==> config.mk <==
export PLATFORM = sky130hd
export DESIGN_NAME = kbd_cmd_fifo
export DESIGN_NICKNAME = d
export VERILOG_FILES = /design/src/rtl/kbd_cmd_pkg.sv /design/src/rtl/cmd_sync_fifo.sv /design/src/rtl/kbd_cmd_fifo.sv
export SDC_FILE = /design/constraint.sdc
export NUM_CORES = 1
export LEC_CHECK = 0
export CAP_MARGIN = 0
export CORE_MARGIN = 5
export CORE_UTILIZATION = 62
export CTS_BUF_LIST = sky130_fd_sc_hd__clkbuf_2 sky130_fd_sc_hd__clkbuf_4 sky130_fd_sc_hd__clkbuf_8
export CTS_CLUSTER_DIAMETER = 150
export CTS_CLUSTER_SIZE = 20
export DETAILED_ROUTE_END_ITERATION = 12
export PLACE_DENSITY = 0.93
export SLEW_MARGIN = 0
export SYNTH_ARGS = -nofsm -noshare
export SYNTH_HDL_FRONTEND = slang
export SYNTH_SLANG_ARGS = --single-unit
==> constraint.sdc <==
create_clock -name clk -period 5.3 [get_ports clk]
set_clock_uncertainty 0.15 [all_clocks]
set_input_delay 0.53 -clock clk [delete_from_list [all_inputs] [get_ports clk]]
set_output_delay 0.53 -clock clk [all_outputs]
set_load 0.02 [all_outputs]
==> src/rtl/kbd_cmd_pkg.sv <==
// Shared constants for the keyboard command queue: one-hot command codes, port map, IRQ states.
// Status word layout is a packed struct so the port decode and firmware agree on bit positions.
package kbd_cmd_pkg;

  localparam logic [7:0] CMD_UP = 8'h20;
  localparam logic [7:0] CMD_DO = 8'h10;
  localparam logic [7:0] CMD_RI = 8'h08;
  localparam logic [7:0] CMD_LE = 8'h04;
  localparam logic [7:0] CMD_TO = 8'h02;
  localparam logic [7:0] CMD_AS = 8'h01;

  localparam logic [7:0] PORT_KBD_DATA   = 8'h03;
  localparam logic [7:0] PORT_KBD_STATUS = 8'h04;

  typedef enum logic [1:0] {
    IDLE    = 2'd0,
    REQ     = 2'd1,
    SERVICE = 2'd2
  } irq_state_t;

  typedef struct packed {
    logic       overflow;
    logic       bad_cmd;
    logic [1:0] rsvd;
    logic [3:0] count;
  } status_t;

  function automatic logic is_onehot(input logic [7:0] c);
    return (c != 8'h00) && ((c & (c - 8'd1)) == 8'h00);
  endfunction

endpackage

==> src/rtl/cmd_sync_fifo.sv <==
// Generic synchronous FIFO, head visible combinationally; push to full drops the new entry,
// or with KBD_CMD_DROP_OLDEST_EN overwrites the oldest. ovf pulses on any push into a full FIFO without a pop.
module cmd_sync_fifo #(
  parameter int DEPTH = 4,
  parameter int W     = 8
) (
  input  logic                     clk,
  input  logic                     RST,
  input  logic                     push,
  input  logic                     pop,
  input  logic [W-1:0]             wr_dat,
  output logic [W-1:0]             head_dat,
  output logic [$clog2(DEPTH):0]   count,
  output logic                     full,
  output logic                     empty,
  output logic                     ovf
);
  localparam int AW = $clog2(DEPTH);
  localparam logic [AW:0] FULL_CNT = DEPTH[AW:0];

  logic [W-1:0]  mem [DEPTH];
  logic [AW-1:0] wr_ptr, rd_ptr;
  logic          do_pop, wr_en, rd_adv;

  assign empty    = (count == '0);
  assign full     = (count == FULL_CNT);
  assign head_dat = mem[rd_ptr];
  assign do_pop   = pop && !empty;
  assign ovf      = push && full && !do_pop;

`ifdef KBD_CMD_DROP_OLDEST_EN
  // Overwrite the oldest slot: read pointer moves with the write so count holds at DEPTH.
  assign wr_en  = push;
  assign rd_adv = do_pop || (push && full);
`else
  assign wr_en  = push && (!full || do_pop);
  assign rd_adv = do_pop;
`endif

  always_ff @(posedge clk) begin
    if (wr_en) mem[wr_ptr] <= wr_dat;
  end

  always_ff @(posedge clk or posedge RST) begin
    if (RST) begin
      wr_ptr <= '0;
      rd_ptr <= '0;
      count  <= '0;
    end else begin
      if (wr_en)  wr_ptr <= wr_ptr + 1'b1;
      if (rd_adv) rd_ptr <= rd_ptr + 1'b1;
      case ({wr_en, rd_adv})
        2'b10:   count <= count + 1'b1;
        2'b01:   count <= count - 1'b1;
        default: count <= count;
      endcase
    end
  end

endmodule

==> src/rtl/kbd_cmd_fifo.sv <==
// Queues one-hot keyboard commands for a PicoBlaze-style controller; in_port is 1 cycle after port_id.
// New commands are never back-pressured: a full queue flags overflow (KBD_CMD_DROP_OLDEST_EN selects overwrite).
module kbd_cmd_fifo
  import kbd_cmd_pkg::*;
#(
  parameter int         DEPTH       = 4,
  parameter logic [7:0] PORT_DATA   = PORT_KBD_DATA,
  parameter logic [7:0] PORT_STATUS = PORT_KBD_STATUS
) (
  input  logic       clk,
  input  logic       RST,
  input  logic [7:0] cmd_in,
  input  logic [7:0] port_id,
  input  logic       read_strobe,
  input  logic       interrupt_ack,
  output logic [7:0] in_port,
  output logic       interrupt,
  output logic       src_clr,
  output logic       fifo_empty,
  output logic       fifo_full
);
  localparam int CW = $clog2(DEPTH) + 1;

  logic [7:0]    cmd_q, cmd_prev, head;
  logic [CW-1:0] count;
  logic          new_cmd, push_cand, bad_evt, pop_req, stat_rd, ovf_evt;
  logic          overflow, bad_cmd;
  irq_state_t    state;
  status_t       status;

  // A command is a fresh nonzero value; the translator returns to 0x00 between keys.
  assign new_cmd   = (cmd_q != 8'h00) && (cmd_q != cmd_prev);
  assign push_cand = new_cmd && is_onehot(cmd_q);
  assign bad_evt   = new_cmd && !is_onehot(cmd_q);
  assign pop_req   = read_strobe && (port_id == PORT_DATA);
  assign stat_rd   = read_strobe && (port_id == PORT_STATUS);

  cmd_sync_fifo #(.DEPTH(DEPTH), .W(8)) u_fifo (
    .clk      (clk),
    .RST      (RST),
    .push     (push_cand),
    .pop      (pop_req),
    .wr_dat   (cmd_q),
    .head_dat (head),
    .count    (count),
    .full     (fifo_full),
    .empty    (fifo_empty),
    .ovf      (ovf_evt)
  );

  always_comb begin
    status          = '0;
    status.overflow = overflow;
    status.bad_cmd  = bad_cmd;
    status.count    = 4'(count);
  end

  always_ff @(posedge clk or posedge RST) begin
    if (RST) begin
      cmd_q    <= 8'h00;
      cmd_prev <= 8'h00;
      src_clr  <= 1'b0;
      overflow <= 1'b0;
      bad_cmd  <= 1'b0;
      in_port  <= 8'h00;
    end else begin
      cmd_q    <= cmd_in;
      cmd_prev <= cmd_q;
      src_clr  <= push_cand;
      // A new error event in the clearing cycle keeps its flag set.
      if (ovf_evt)     overflow <= 1'b1;
      else if (stat_rd) overflow <= 1'b0;
      if (bad_evt)     bad_cmd <= 1'b1;
      else if (stat_rd) bad_cmd <= 1'b0;
      if (port_id == PORT_DATA)        in_port <= fifo_empty ? 8'h00 : head;
      else if (port_id == PORT_STATUS) in_port <= status;
      else                             in_port <= 8'h00;
    end
  end

  always_ff @(posedge clk or posedge RST) begin
    if (RST) begin
      state     <= IDLE;
      interrupt <= 1'b0;
    end else begin
      case (state)
        IDLE: if (!fifo_empty) begin
          state     <= REQ;
          interrupt <= 1'b1;
        end
        REQ: if (interrupt_ack) begin
          state     <= SERVICE;
          interrupt <= 1'b0;
        end
        SERVICE: if (fifo_empty) begin
          state     <= IDLE;
          interrupt <= 1'b0;
        end
        default: begin
          state     <= IDLE;
          interrupt <= 1'b0;
        end
      endcase
    end
  end

endmodule

# Word-level counts from Yosys, hierarchy flattened
# Memories as Yosys holds them, arrays and structs flattened.
# Cells that the tools add are included.
# totals
reg_bits,37
ramBits,32
inputBits,20
out_inout_bits,12
wordCells,69
mem_count,1
# memory_table
memory,depth,width,read_ports,rd_ports_with_merged_regs,wr,line,text
u_fifo.mem,4,8,1,0,1,cmd_sync_fifo.sv:21,logic [W-1:0] mem [DEPTH];
# classes
n_addsub,5
n_eq_ne,11
mux,17
bitwise_logic,1
reduce_logical,23
# ops
operator,count
$mux W8,3
$logic_and A1 B1 Y1,10
$and A8 B8 Y8,1
$eq A8 B2 Y1 const B,1
$eq A8 B3 Y1 const B,1
$logic_not A8 Y1,1
$mux W1,8
$ne A8 B8 Y1,1
$reduce_bool A8 Y1,1
$sub A8 B1 Y8 const B,1
$mux W2,3
$ne A2 B2 Y1 const B,3
$pmux W2 S3,1
$pmux W3 S2,1
$reduce_bool A2 Y1,3
$add A2 B1 Y2 const B,2
$eq A2 B1 Y1 const B,2
$eq A2 B2 Y1 const B,2
$logic_not A1 Y1,4
$add A3 B1 Y3 const B,1
$eq A3 B3 Y1 const B,1
$logic_not A3 Y1,1
$pmux W1 S3,1
$reduce_and A3 Y1,1
3 further kinds,3

# Longest topological paths before layout
# depth
depth_word,8
ltp_mapped,11
ltp_nobuf,11

# Cells and area by module
# A second synthesis with hierarchy kept.
# unflattened
cells_unflattened,164
area_unflattened_um2,2723.9
# by_module_without_submodules
module,instances,cells_per_inst,area_per_inst_um2,seq_area_each_um2
cmd_sync_fifo,1,82,1601.5,1136.1
kbd_cmd_fifo,1,82,1122.3,725.7

# Worst setup path after synthesis
# OpenSTA, ideal clock, no wires.
# synth_timing
path_kind,input -> register
start,in port_id[5]
end,reg u_fifo.count[2]
t_arrival_ns,2.568
required_ns,5.025
slack_ns,2.457
path_stages,11
n_path_buf,0
cell_sequence,or4_4 > nor3_4 > a21boi_2 > a211oi_4 > inv_1 > ha_1 > inv_1 > fa_1 > xor2_1 > nor2_1 > xor2_1
# synth_via
elab_chain_cells,7
# synth_rtl
item,line,text
start: declaration,kbd_cmd_fifo.sv:13,"input logic [7:0] port_id,"
$eq A8 B2 Y1 *,kbd_cmd_fifo.sv:35,assign pop_req = read_strobe && (port_id == PORT_DATA);
$logic_and A1 B1 Y1 *,kbd_cmd_fifo.sv:35,
$logic_and A1 B1 Y1 *,cmd_sync_fifo.sv:28,assign do_pop = pop && !empty;
$logic_or A1 B1 Y1,cmd_sync_fifo.sv:36,assign wr_en = push && (!full || do_pop);
$logic_and A1 B1 Y1,cmd_sync_fifo.sv:36,
$eq A2 B1 Y1 / $eq A2 B2 Y1 (equally long branches),cmd_sync_fifo.sv:52,"case ({wr_en, rd_adv})"
$pmux W3 S2 / $reduce_bool A2 Y1 (equally long branches),--,
end signal: assignment,cmd_sync_fifo.sv:53,2'b10: count <= count + 1'b1;
end signal: assignment,cmd_sync_fifo.sv:54,2'b01: count <= count - 1'b1;
end signal: assignment,cmd_sync_fifo.sv:55,default: count <= count;
end: declaration,cmd_sync_fifo.sv:13,"output logic [$clog2(DEPTH):0] count,"
# Mark *: on every way between the ends. The rest lies on a longest branch, timed or not.
# A chain may end at the register's enable or synchronous reset.

# Worst setup path after layout
# Ends and elaborated chain as after synthesis.

==> run summary <==
Clock Latency Late Sink - 0.33 ns
Setup CP Type - primary input to register
Largest net degree at the start of global routing - 37
Hold path startpoint - state[1]
Htree depth - 3
Post-Place Cells - 246
Max_slew headroom - 0.6050
Mapped Area - 0.002734 sq mm
Routed wire per std cell - 18.34 microns
CP top delay family - simple AND/OR/NAND/NOR gates
Power Dens Cells - 376.0 mW/mm^2
Pins Over Slew Limit - 0
CP Max Fanout - 7
Via density per instance - 5.748
Ys flop type - dfrtp_1
Max incr delay on CP - 0.57 ns
Least-Margin Pin Slew - 0.5925 ns
R2R setup slack - 2.22 ns
Post-synthesis mux area share - 0.07506
Max Cap Viol - 0
Initial Util - 0.6322
DRC - 0
CTS resizes - 0
Seq cells post-synth - 68
Fmax - 0.3210 GHz
Status - complete, no violations
Min-Delay Path Class - register to register
Detailed placement HPWL - 3.391 mm
Synth Area in Simple Gates - 0.09382
Io pins - 32
Routed vias - 1506
Net count, final - 231
Final setup fails - 0
Area occupied by multi-input gates - 827.0 sq um
R2R Path Start - cmd_q[1]
First-pass DRT Iterations - 4
Final Cycle Share - 0.5878
CP Launch Point - port_id[5]
Yosys cell types - 37
Syn Area/Cell - 16.57 sq um
First-pass GRT wire length - 8.135 mm
Vias in the first global route - 1603
Syn Nets - 191
GRT overflow - 0
Adder-cell share of the synthesized area - 0.03021
Final Total Pwr - 1.248 mW
Register area share after synthesis - 0.6810
DR iter-0 viols - 120
P&R area growth vs syn - 21.46%
Hold_buf cts - 0
Sequential cell area - 0.001862 sq mm
Finished Layout Cells - 262
Buf/Inv on CP - 3
LEAKAGE - 1.293 nW
DIE HEIGHT - 76.41 microns
Worst vdd ir - 0.0002607 V
Die ar. - 0.005838 sq mm
Yosys Warn Count - 0
TritonCTS buffer count - 9
Critical-path cell list - clkdlybuf4s50_1, or4_4, nor3_4, a21boi_2, a211oi_4, inv_1, ha_1, inv_1, fa_1, xor2_1, nor2_1, xor2_1
Final hold violation count - 0
Synth Instances - 165
Number of synthesized flops with an enable pin - 32
Largest family of logic cells by synthesized area - simple AND/OR/NAND/NOR gates
TNS Setup - 0 ns
Min Tclk post-route - 3.115 ns
Required time of the critical path - 5.37 ns
Fill cells - 248
RSZ-0062 raised after global routing - false
Post-CTS Setup Bufs - 0
Drt total wl - 4.804 mm
CTS tree - yes
# diodes - 0
Worst setup SP type - primary input
Row count - 24
Initial antenna violation count - 0
Compound-Gate Fraction of Synth Area - 0.05858
IO buf count - 31
Crit path DAT - 3.19 ns
Fraction of registers with async set/reset - 0.5294
Layout cell share with drive strength beyond 1 - 0.2000
Clock root cell - clkbuf_8
Post-synthesis xor/xnor area fraction - 0.04485
# clock sinks - 68
Final core occ - 0.7679
Total Routing Usage GR - 0.1830
Antenna-violating nets left - 0
Crit path max-delay cell type - or4_4
Clock Pin Slew Worst Setup and Hold Paths - 0.07 ns
Critical Path End Type - register
Core area - 0.004324 sq mm
Die W - 76.41 microns
Final GP Congestion - 0.7509
CTS max path bufs - 2
==> per-layer routing <==
metal	GRT usage	routed length (microns)
met3	0.06501	303
met4	0.09615	124
met1	0.2163	1934
met2	0.2928	2441
met5	0	0
==> cell usage in the layout (no fill, tap or decap), drive strengths merged, types with 6 or more instances in the layout <==
cell type,synthesis,final
xnor2,11,11
and3,7,7
inv,9,9
mux4,8,8
clkbuf,2,9
nor2,8,8
clkdlybuf4s50,0,31
dfrtp,36,36
edfxtp,32,32
a22o,6,6
==> registers in the layout, indices dropped and copies added (netlist names) <==
register       cells
src_clr            1
overflow           1
u_fifo.rd_ptr      2
cmd_q              8
in_port            8
u_fifo.wr_ptr      2
state              2
bad_cmd            1
u_fifo.mem        32
cmd_prev           8
u_fifo.count       3
==> worst reg2reg max path: stages, from the launching register on <==
cell	delay (ns)
dfrtp_1	0.49
nor4_4	0.46
nor2_1	0.12
o41ai_2	0.52
a211oi_4	0.18
inv_1	0.09
ha_1	0.17
inv_1	0.06
fa_1	0.37
xor2_1	0.15
nor2_1	0.10
xor2_1	0.15
==> layout make-up <==
class,count,area share
flip-flops and latches,68,0.5607
clock buffers,9,0.03730
inverters,9,0.01017
multi-input cells,85,0.2491
clock inverters,7,0.02751
repair buffers,32,0.09570
well taps,52,0.01959
==> synthesized netlist by cell type (2+ instances only) <==
library cell,instances,share of area
a211o_1,2,0.0064
a21oi_1,2,0.0037
a22o_1,5,0.016
and2_2,4,0.011
and3_1,3,0.0069
and3_2,4,0.011
clkbuf_1,2,0.0027
dfrtp_1,36,0.33
edfxtp_1,32,0.35
ha_1,5,0.023
inv_1,9,0.012
mux4_2,8,0.066
nand2_1,5,0.0069
nand3b_1,2,0.0055
nand4_1,2,0.0046
nor2_1,8,0.011
o21ai_0,3,0.0055
or3_1,2,0.0046
xnor2_1,11,0.035
xor2_1,3,0.0096
==> power breakdown <==
group / switching, mW / internal [mW] / leakage [nW]
clock: 0.192 / 0.262 / 0.0989
combinational: 0.0752 / 0.0826 / 0.462
sequential: 0.0455 / 0.591 / 0.732
total: 0.313 / 0.936 / 1.29
==> final timing paths <==
check / end / depth (start not counted)
min: state[0] / 1
max reg2reg: u_fifo.count[2] / 11
max in group asynchronous: cmd_q[6] / 3
min reg2reg: state[0] / 1
min in group asynchronous: src_clr / 3
max: u_fifo.count[2] / 12
==> through the flow <==
stage               area (sq um)  hold WS [ns]  setup WS [ns]
floorplan                   2734        0.2673          2.457
global placement            3105        0.2791          1.949
detailed placement          3105        0.3158          1.810
CTS                         3321        0.3280          2.187
global route                3321        0.3573          2.041
finish                      3321        0.3226          2.185
==> cells by family (layout without fill, tap and decap cells) <==
logic type,count (synthesis),after routing
multiplexers,10,10
flip-flops,68,68
XOR/XNOR,14,14
AO/OA/AOI/OAI,18,18
adder cells (fa/ha/maj),6,6
AND/OR/NAND/NOR,37,37
buffers and inverters,12,57
No activity file was read; power rests on OpenSTA's default activity.
